### config.mk
export PLATFORM = sky130hd
export DESIGN_NAME = video_mem_arbiter
export DESIGN_NICKNAME = d
export VERILOG_FILES = /design/src/rtl/video_mem_arbiter.sv
export SDC_FILE = /design/constraint.sdc
export NUM_CORES = 1
export LEC_CHECK = 0
export CAP_MARGIN = 10
export CORE_MARGIN = 2
export CORE_UTILIZATION = 35
export CTS_CLUSTER_SIZE = 8
export DETAILED_ROUTE_END_ITERATION = 6
export PLACE_DENSITY = 0.77
export SLEW_MARGIN = 20
export SYNTH_ARGS = -nofsm -noshare
export SYNTH_HDL_FRONTEND = slang
export SYNTH_SLANG_ARGS = --single-unit
### constraint.sdc
create_clock -name clk -period 2.05 [get_ports clk]
set_input_delay 0.41 -clock clk [delete_from_list [all_inputs] [get_ports clk]]
set_output_delay 0.41 -clock clk [all_outputs]
set_load 0.01 [all_outputs]
### src/rtl/video_mem_arbiter.sv
// Video memory arbiter: tile, sprite and CPU share one memory port.
// Raster-phase priority with a CPU starvation guard.
module video_mem_arbiter #(
  parameter int ADDR_W     = 20,
  parameter int DATA_W     = 16,
  parameter int CPU_STARVE = 8
) (
  input  logic              clk,
  input  logic              reset_n,
  input  logic              hblank,
  input  logic              vblank,
  input  logic              t_req,
  input  logic [ADDR_W-1:0] t_addr,
  output logic              t_ack,
  input  logic              s_req,
  input  logic [ADDR_W-1:0] s_addr,
  output logic              s_ack,
  input  logic              c_req,
  input  logic              c_we,
  input  logic [ADDR_W-1:0] c_addr,
  input  logic [DATA_W-1:0] c_wdata,
  output logic              c_ack,
  output logic [DATA_W-1:0] rdata,
  output logic              mem_req,
  output logic              mem_we,
  output logic [ADDR_W-1:0] mem_addr,
  output logic [DATA_W-1:0] mem_wdata,
  input  logic              mem_ack,
  input  logic [DATA_W-1:0] mem_rdata,
  output logic [1:0]        grant
);

  typedef enum logic {
    IDLE,
    BUSY
  } state_e;

  localparam logic [1:0] G_NONE = 2'd0;
  localparam logic [1:0] G_T    = 2'd1;
  localparam logic [1:0] G_S    = 2'd2;
  localparam logic [1:0] G_C    = 2'd3;

  localparam logic [3:0] STARVE_MAX = 4'(CPU_STARVE);

  state_e            state_q, state_d;
  logic [1:0]        grant_q, grant_d;
  logic [ADDR_W-1:0] addr_q, addr_d;
  logic              we_q, we_d;
  logic [DATA_W-1:0] wdata_q, wdata_d;
  logic [DATA_W-1:0] rdata_q, rdata_d;
  logic              t_ack_q, t_ack_d;
  logic              s_ack_q, s_ack_d;
  logic              c_ack_q, c_ack_d;
  logic [3:0]        starve_q, starve_d;

  logic       t_m, s_m, c_m;
  logic [1:0] win;

  // A requester being acked this cycle is masked so it is not re-granted.
  assign t_m = t_req & ~t_ack_q;
  assign s_m = s_req & ~s_ack_q;
  assign c_m = c_req & ~c_ack_q;

  // Winner pick: starved CPU first, then the raster phase order.
  always_comb begin
    win = G_NONE;
    if (c_m && (starve_q == STARVE_MAX)) begin
      win = G_C;
    end else if (vblank) begin
      if (c_m)      win = G_C;
      else if (s_m) win = G_S;
      else if (t_m) win = G_T;
    end else if (hblank) begin
      if (s_m)      win = G_S;
      else if (t_m) win = G_T;
      else if (c_m) win = G_C;
    end else begin
      if (t_m)      win = G_T;
      else if (s_m) win = G_S;
      else if (c_m) win = G_C;
    end
  end

  // Next-state: grant and latch in IDLE, wait for completion in BUSY.
  always_comb begin
    state_d  = state_q;
    grant_d  = grant_q;
    addr_d   = addr_q;
    we_d     = we_q;
    wdata_d  = wdata_q;
    rdata_d  = rdata_q;
    t_ack_d  = 1'b0;
    s_ack_d  = 1'b0;
    c_ack_d  = 1'b0;
    starve_d = starve_q;
    unique case (state_q)
      IDLE: begin
        if (win != G_NONE) begin
          state_d = BUSY;
          grant_d = win;
          we_d    = 1'b0;
          wdata_d = '0;
          unique case (win)
            G_T:     addr_d = t_addr;
            G_S:     addr_d = s_addr;
            default: begin
              addr_d  = c_addr;
              we_d    = c_we;
              wdata_d = c_wdata;
            end
          endcase
          if (win == G_C) begin
            starve_d = 4'd0;
          end else if (c_req && (starve_q < STARVE_MAX)) begin
            starve_d = starve_q + 4'd1;
          end
        end
      end
      BUSY: begin
        if (mem_ack) begin
          state_d = IDLE;
          rdata_d = mem_rdata;
          t_ack_d = (grant_q == G_T);
          s_ack_d = (grant_q == G_S);
          c_ack_d = (grant_q == G_C);
          grant_d = G_NONE;
          addr_d  = '0;
          we_d    = 1'b0;
          wdata_d = '0;
        end
      end
      default: state_d = IDLE;
    endcase
    if (!c_req) begin
      starve_d = 4'd0;
    end
  end

  // State and datapath registers, all cleared by async reset.
  always_ff @(posedge clk or negedge reset_n) begin
    if (!reset_n) begin
      state_q  <= IDLE;
      grant_q  <= G_NONE;
      addr_q   <= '0;
      we_q     <= 1'b0;
      wdata_q  <= '0;
      rdata_q  <= '0;
      t_ack_q  <= 1'b0;
      s_ack_q  <= 1'b0;
      c_ack_q  <= 1'b0;
      starve_q <= 4'd0;
    end else begin
      state_q  <= state_d;
      grant_q  <= grant_d;
      addr_q   <= addr_d;
      we_q     <= we_d;
      wdata_q  <= wdata_d;
      rdata_q  <= rdata_d;
      t_ack_q  <= t_ack_d;
      s_ack_q  <= s_ack_d;
      c_ack_q  <= c_ack_d;
      starve_q <= starve_d;
    end
  end

  assign mem_req   = (state_q == BUSY);
  assign mem_we    = we_q;
  assign mem_addr  = addr_q;
  assign mem_wdata = wdata_q;
  assign rdata     = rdata_q;
  assign grant     = grant_q;
  assign t_ack     = t_ack_q;
  assign s_ack     = s_ack_q;
  assign c_ack     = c_ack_q;

endmodule

# Word level (Yosys, flattened, before mapping)
# Index checks and enable logic that the tools add are counted.
[classes] add_sub_neg=1 multipliers=0 div_mod_pow=0 magnitude_cmp=1 eq_ne=12 n_shift=0 n_mux=40 n_bitwise=7 reduce_logical=7
[op_table] cell="one-hot mux 20 bit (2 select lines)" n=2
[op_table] cell="2-to-1 mux 16 bit" n=3
[op_table] cell="2-to-1 mux 20 bit" n=2
[op_table] cell="one-hot mux 16 bit (2 select lines)" n=1
[op_table] cell="2-to-1 mux 2 bit" n=12
[op_table] cell="2-to-1 mux 4 bit" n=5
[op_table] cell="2-to-1 mux 1 bit" n=12
[op_table] cell="== test 2 bit (second input constant)" n=4
[op_table] cell="inequality test 2 bit (second input constant)" n=3
[op_table] cell="adder 4 x 1 -> 4 bit (second input constant)" n=1
[op_table] cell="== test 2 x 1 -> 1 bit (second input constant)" n=2
[op_table] cell="== test 4 bit (second input constant)" n=1
[op_table] cell="< comparator 4 bit (second input constant)" n=1
[op_table] cell="inverter 1 bit" n=4
[op_table] cell="one-hot mux 1 bit (2 select lines)" n=2
[op_table] cell="one-hot mux 2 bit (2 select lines)" n=1
[op_table] cell="AND reduction 2 bit" n=2
[op_table] cell="bitwise AND 1 bit" n=3
[op_table] cell="inequality test 3 x 1 -> 1 bit (second input constant)" n=1
[op_table] cell="AND reduction 3 bit" n=1
[op_table] cell="logical AND 1 bit" n=2
[op_table] cell="inequality test 2 x 1 -> 1 bit (second input constant)" n=1
[op_table] cell="nonzero test 2 bit" n=1
[op_table] cell="OR reduction 2 bit" n=1
[totals] register_bits=63 latch_bits=0 mem_bits_rw=0 romBits=0 in_bits=101 out_inout_bits=59 wordCells=78 n_memories=0

# Depth between registers and ports, before layout
[logic_depth] word_depth=13 depth_mapped=12

# Worst setup path before layout
# Ideal clock, no wire load.
[synth_path] kind="reg2reg" startpoint="register c_ack_q (netlist: c_ack)" endpoint="register wdata_q[0] (netlist: mem_wdata[0])" setup_ns=0.121 arrival_ns=2.119 required_time_ns=1.929 slack_ns=-0.190 path_stages_with_launch=10 n_path_buf=3 cell_sequence="dfrtp_1 > and2b_1 > and4b_1 > a211oi_2 > ha_1 > clkbuf_1 > and2_1 > buf_2 > buf_4 > a22o_1"
[synth_via] elab_chain_len=13 word_cells_on_any_way=21 cone_classes="eq/ne (3); mux (12); bitwise (2); reduce/logical (4)"
[synth_lines] item="start, declared" line_no="53" source="logic c_ack_q, c_ack_d;"
[synth_lines] item="start signal, assigned" line_no="161" source="c_ack_q <= c_ack_d;"
[synth_lines] item="inverter 1 bit (*)" line_no="62" source="assign c_m = c_req & ~c_ack_q;"
[synth_lines] item="bitwise AND 1 bit (*)" line_no="62"
[synth_lines] item="2-to-1 mux 2 bit" line_no="76, 80"
[synth_lines] item="2-to-1 mux 2 bit, on equally long branches" line_no="79, 75"
[synth_lines] item="2-to-1 mux 2 bit, on equally long branches" line_no="78, 74"
[synth_lines] item="2-to-1 mux 2 bit" line_no="73" source="end else if (hblank) begin"
[synth_lines] item="2-to-1 mux 2 bit" line_no="69" source="end else if (vblank) begin"
[synth_lines] item="2-to-1 mux 2 bit (*)" line_no="67" source="if (c_m && (starve_q == STARVE_MAX)) begin"
[synth_lines] item="== test 2 bit / == test 2 x 1 -> 1 bit (equally long branches)" line_no="103" source="unique case (win)"
[synth_lines] item="OR reduction 2 bit (no source line)"
[synth_lines] item="2-to-1 mux 16 bit" line_no="103"
[synth_lines] item="2-to-1 mux 16 bit" line_no="98" source="if (win != G_NONE) begin"
[synth_lines] item="one-hot mux 16 bit (2 select lines)" line_no="96" source="unique case (state_q)"
[synth_lines] item="end signal, assigned" line_no="157" source="wdata_q <= wdata_d;"
[synth_lines] item="end, declared" line_no="49" source="logic [DATA_W-1:0] wdata_q, wdata_d;"
# Every way passes the cells marked *; elsewhere a longest branch is shown, timed or not. The select of a mux whose other input is x is not followed.
# A chain may end at the register's enable or synchronous reset.

# Final worst setup path
[layout_path] startpoint="input hblank" endpoint="register wdata_q[8] (netlist: mem_wdata[8])"
[layout_via] elab_chain_len=8 word_cells_on_any_way=12 cone_classes="eq/ne (3); mux (6); reduce/logical (3)"
[layout_lines] item="start, declared" line_no="10" source="input logic hblank,"
[layout_lines] item="2-to-1 mux 2 bit (*)" line_no="73"
[layout_lines] item="2-to-1 mux 2 bit (*)" line_no="69"
[layout_lines] item="2-to-1 mux 2 bit (*)" line_no="67"
[layout_lines] item="== test 2 bit / == test 2 x 1 -> 1 bit (equally long branches)" line_no="103"
[layout_lines] item="OR reduction 2 bit (no source line)"
[layout_lines] item="2-to-1 mux 16 bit" line_no="103"
[layout_lines] item="2-to-1 mux 16 bit" line_no="98"
[layout_lines] item="one-hot mux 16 bit (2 select lines)" line_no="96"
# Marked as above.

==> impl_metrics.json <==
{
  "run_status": "finished with violations",
  "violations": "setup timing",
  "grt_pass1_vias": 2755,
  "grt_setup_unrepaired": "true",
  "wire_length_of_the_first_global_routing_pass_um": 13400,
  "dr_wl_met2_um": 4900,
  "arrival_ns": 2.36,
  "number_of_hold_violations_in_the_final_report": 0,
  "final.setup.worst_slack_ns": -0.0973,
  "min_path_type": "in2async",
  "synth-seq-cells": 63,
  "synth_largest_area_cell": "dfrtp_1",
  "tritoncts.num_buffers": 9,
  "total_congestion_overflow": 0,
  "critical_path.max_fanout": 16,
  "n_antenna_cell": 0,
  "layout-area-overhead-vs-synth_pct": 88.1,
  "detail_route_antenna_nets": 0,
  "design.die.area_um2": 8980,
  "cts.root.buffer_cell": "clkbuf_8",
  "number_of_antenna_violations_at_the_first_check_in_global_routing": 0,
  "synth_top_family_by_area": "compound AO/OA/AOI/OAI gates",
  "placement_rows": 33,
  "detail_route.first_pass.iterations": 4,
  "number_of_drc_markers_in_iteration_0": 59,
  "worstReg2RegStart": "starve_q[1]",
  "initial_core_util_pct": 35.6,
  "finClkSkew_ns": 0.0111,
  "pin_count_of_the_biggest_net_entering_global_routing": 42,
  "synthDistinctLibCells": 36,
  "detailroute.via_count": 2854,
  "p_total_mw": 4.71,
  "routed-wl-met3_um": 745,
  "die_height_um": 94.8,
  "syn-instance-count": 266,
  "layout_min_cycle_time_ns": 2.15,
  "placeableCoreArea_um2": 8090,
  "hold_ws_ns": 0.0648,
  "ctsHoldBuffers": 0,
  "detail_route.wl_per_cell_um": 16.8,
  "post_synth_and_or_nand_nor_area_fraction_pct": 11.0,
  "numClockSinks": 63,
  "clkLatencyLatePin_ns": 0.33,
  "syn_area_per_cell_um2": 10.8,
  "power_density_nw_per_um2": 868,
  "timing.critical_path.to_type": "flip-flop",
  "synth-edff-count": 0,
  "netlist.area_leader.share_pct": 54.7,
  "timing.critical_path.from_type": "input pin",
  "cp-endpoint": "mem_wdata[8]",
  "regToRegEndpoint": "mem_wdata[8]",
  "synth_mux_area_share_pct": 6.59,
  "criticalPathCategory": "in2reg",
  "vdd.ir_drop.worst_mv": 0.377,
  "synth_area_um2": 2880,
  "port_buffers": 159,
  "timing.critical_path.required_ns": 2.26,
  "drive_above_1_share_pct": 25.9,
  "chipWidth_um": 94.8,
  "detailedPlacementHpwl_um": 6010,
  "wl_met1_um": 3670,
  "slew_violations": 0,
  "worst_setup_hold_path_clk_slew_ns": 0.07,
  "finalSetupViolations": 34,
  "bufs_on_longest_clock_path": 2,
  "regToRegSetupSlack_ns": -0.06,
  "route.final.wire_length_um": 9490,
  "drcViolationCount": 0,
  "finish.net_count": 562,
  "worst_pin_slew_ns": 0.566,
  "synth_flop_cell": "dfrtp_1",
  "routabilityCongestion": 0.801,
  "final_min_period_over_clock_period_pct": 105,
  "ys_async_sr_fraction_pct": 100,
  "synth_top_cells_by_area": "dfrtp_1 55%, mux2_2 6.2%, a22oi_1 5.5%",
  "post_drt_via_cell_ratio": 5.05,
  "highest_layer": "met4",
  "synth_xor_area_share_pct": 0,
  "max_freq_mhz": 466,
  "power_leakage_nw": 2.26,
  "slew_headroom_pct": 62.3,
  "setup.worst_path.start": "hblank",
  "num_io_pins": 160,
  "ff2ff_path_depth": 10,
  "grt_util_all_layers_pct": 19.5,
  "postSynthNetCount": 373,
  "ys_warn_count": 0,
  "synth_sequential_area_ratio_pct": 54.7,
  "synth_fa_ha_area_share_pct": 2.60,
  "level_count_of_the_clock_h_tree": 3,
  "tritoncts": "built",
  "synth-compound-area-share_pct": 20.3,
  "drv_cap": 0
}
==> power by group <==
group | internal, mW | switching (mW)
registers | 1.48 | 0.140
clock network | 0.718 | 0.487
logic | 1.10 | 0.783
total | 3.30 | 1.41
==> worst max-delay path, cell delays in order <==
cell	delay, ns
clkdlybuf4s50_1	0.43
or2_4	0.26
a21oi_2	0.19
a211oi_4	0.08
buf_4	0.15
ha_4	0.17
nor2_4	0.19
nor2_4	0.09
buf_12	0.16
a22o_1	0.24
==> per-layer routing <==
| metal | GRT usage (%) | vias to the layer above |
|---|---|---|
| met5 | 0 | - |
| met1 | 22.0 | 1382 |
| met3 | 6.86 | 14 |
| met2 | 35.0 | 129 |
| met4 | 4.95 | 0 |
| li1 | - | 1329 |
==> Yosys cell counts (2+ instances only) <==
cell and n:
buf_2 2, buf_6 4, nand2_1 23, inv_1 7, o21ai_0 14, nor2_1 20
clkbuf_1 11, a21oi_1 23, nor3b_1 2, and2_1 2, a22o_1 17, a22oi_1 21
nand2b_1 2, dfrtp_1 63, o21ai_1 8, nor2_4 2, buf_4 2, mux2_2 16
ha_1 6, nor2b_1 5
==> worst min path at each step <==
stage | endpoint | cells after the start
3_3_place_gp | mem_wdata[1] | 1
5_1_grt | mem_wdata[13] | 1
3_5_place_dp | mem_wdata[13] | 1
2_1_floorplan | c_ack | 0
6_report | mem_addr[3] | 1
4_1_cts | mem_addr[3] | 1
==> placed cells by master, fill, tap and decap left out, types with 10 or more instances in the layout <==
cell,count
a21oi_1,15
a22o_1,17
a22oi_1,10
a22oi_2,11
buf_4,21
clkbuf_8,10
clkdlybuf4s50_1,154
dfrtp_1,63
mux2_2,16
nand2_1,22
nor2_1,16
o21ai_1,13
==> logic make-up (layout without fill, tap and decap cells) <==
family	Yosys count	count (layout)
compound gates	89	89
flops	63	63
mux	17	17
simple gates	65	65
buf+inv	26	220
fa+ha+maj	6	6
==> area by class of cell <==
type                       count  area [um2]
fill                         649        2670
tap                          105         131
clock inverter                 5        81.3
clock buffer                  11         141
timing repair buffer         197        2070
inverter                       7        28.8
sequential                    63        1580
multi-input combinational    177        1400
==> registers in the layout (all words and copies together), names as in the netlist, 2 cells and up <==
signal     cells
grant          2
mem_wdata     16
mem_addr      20
rdata         16
starve_q       4
==> repair_timing <==
action / in CTS / in global routing
setup endpoints to repair: 43 / 43
cloned: 2 / 4
hold endpoints to repair: 0 / 0
resized for setup: 28 / 41
pin swaps: 12 / 9
buffers inserted: 6 / 4
==> through the flow <==
| stage | std cells | TNS, ns | instance area [um2] | setup slack, ns | utilization [%] |
|---|---|---|---|---|---|
| finish | 565 | -1.82 | 5430 | -0.0973 | 67.0 |
| global route | 565 | -4.93 | 5430 | -0.147 | 67.0 |
| detailed placement | 535 | -24.23 | 4750 | -0.607 | 58.7 |
| global placement | 535 | -23.20 | 4750 | -0.584 | 58.7 |
| floorplan | 266 | -1.50 | 2900 | -0.0683 | - |
| CTS | 559 | -2.47 | 5180 | -0.0881 | 64.0 |
Power figures use the tool's default switching activity.
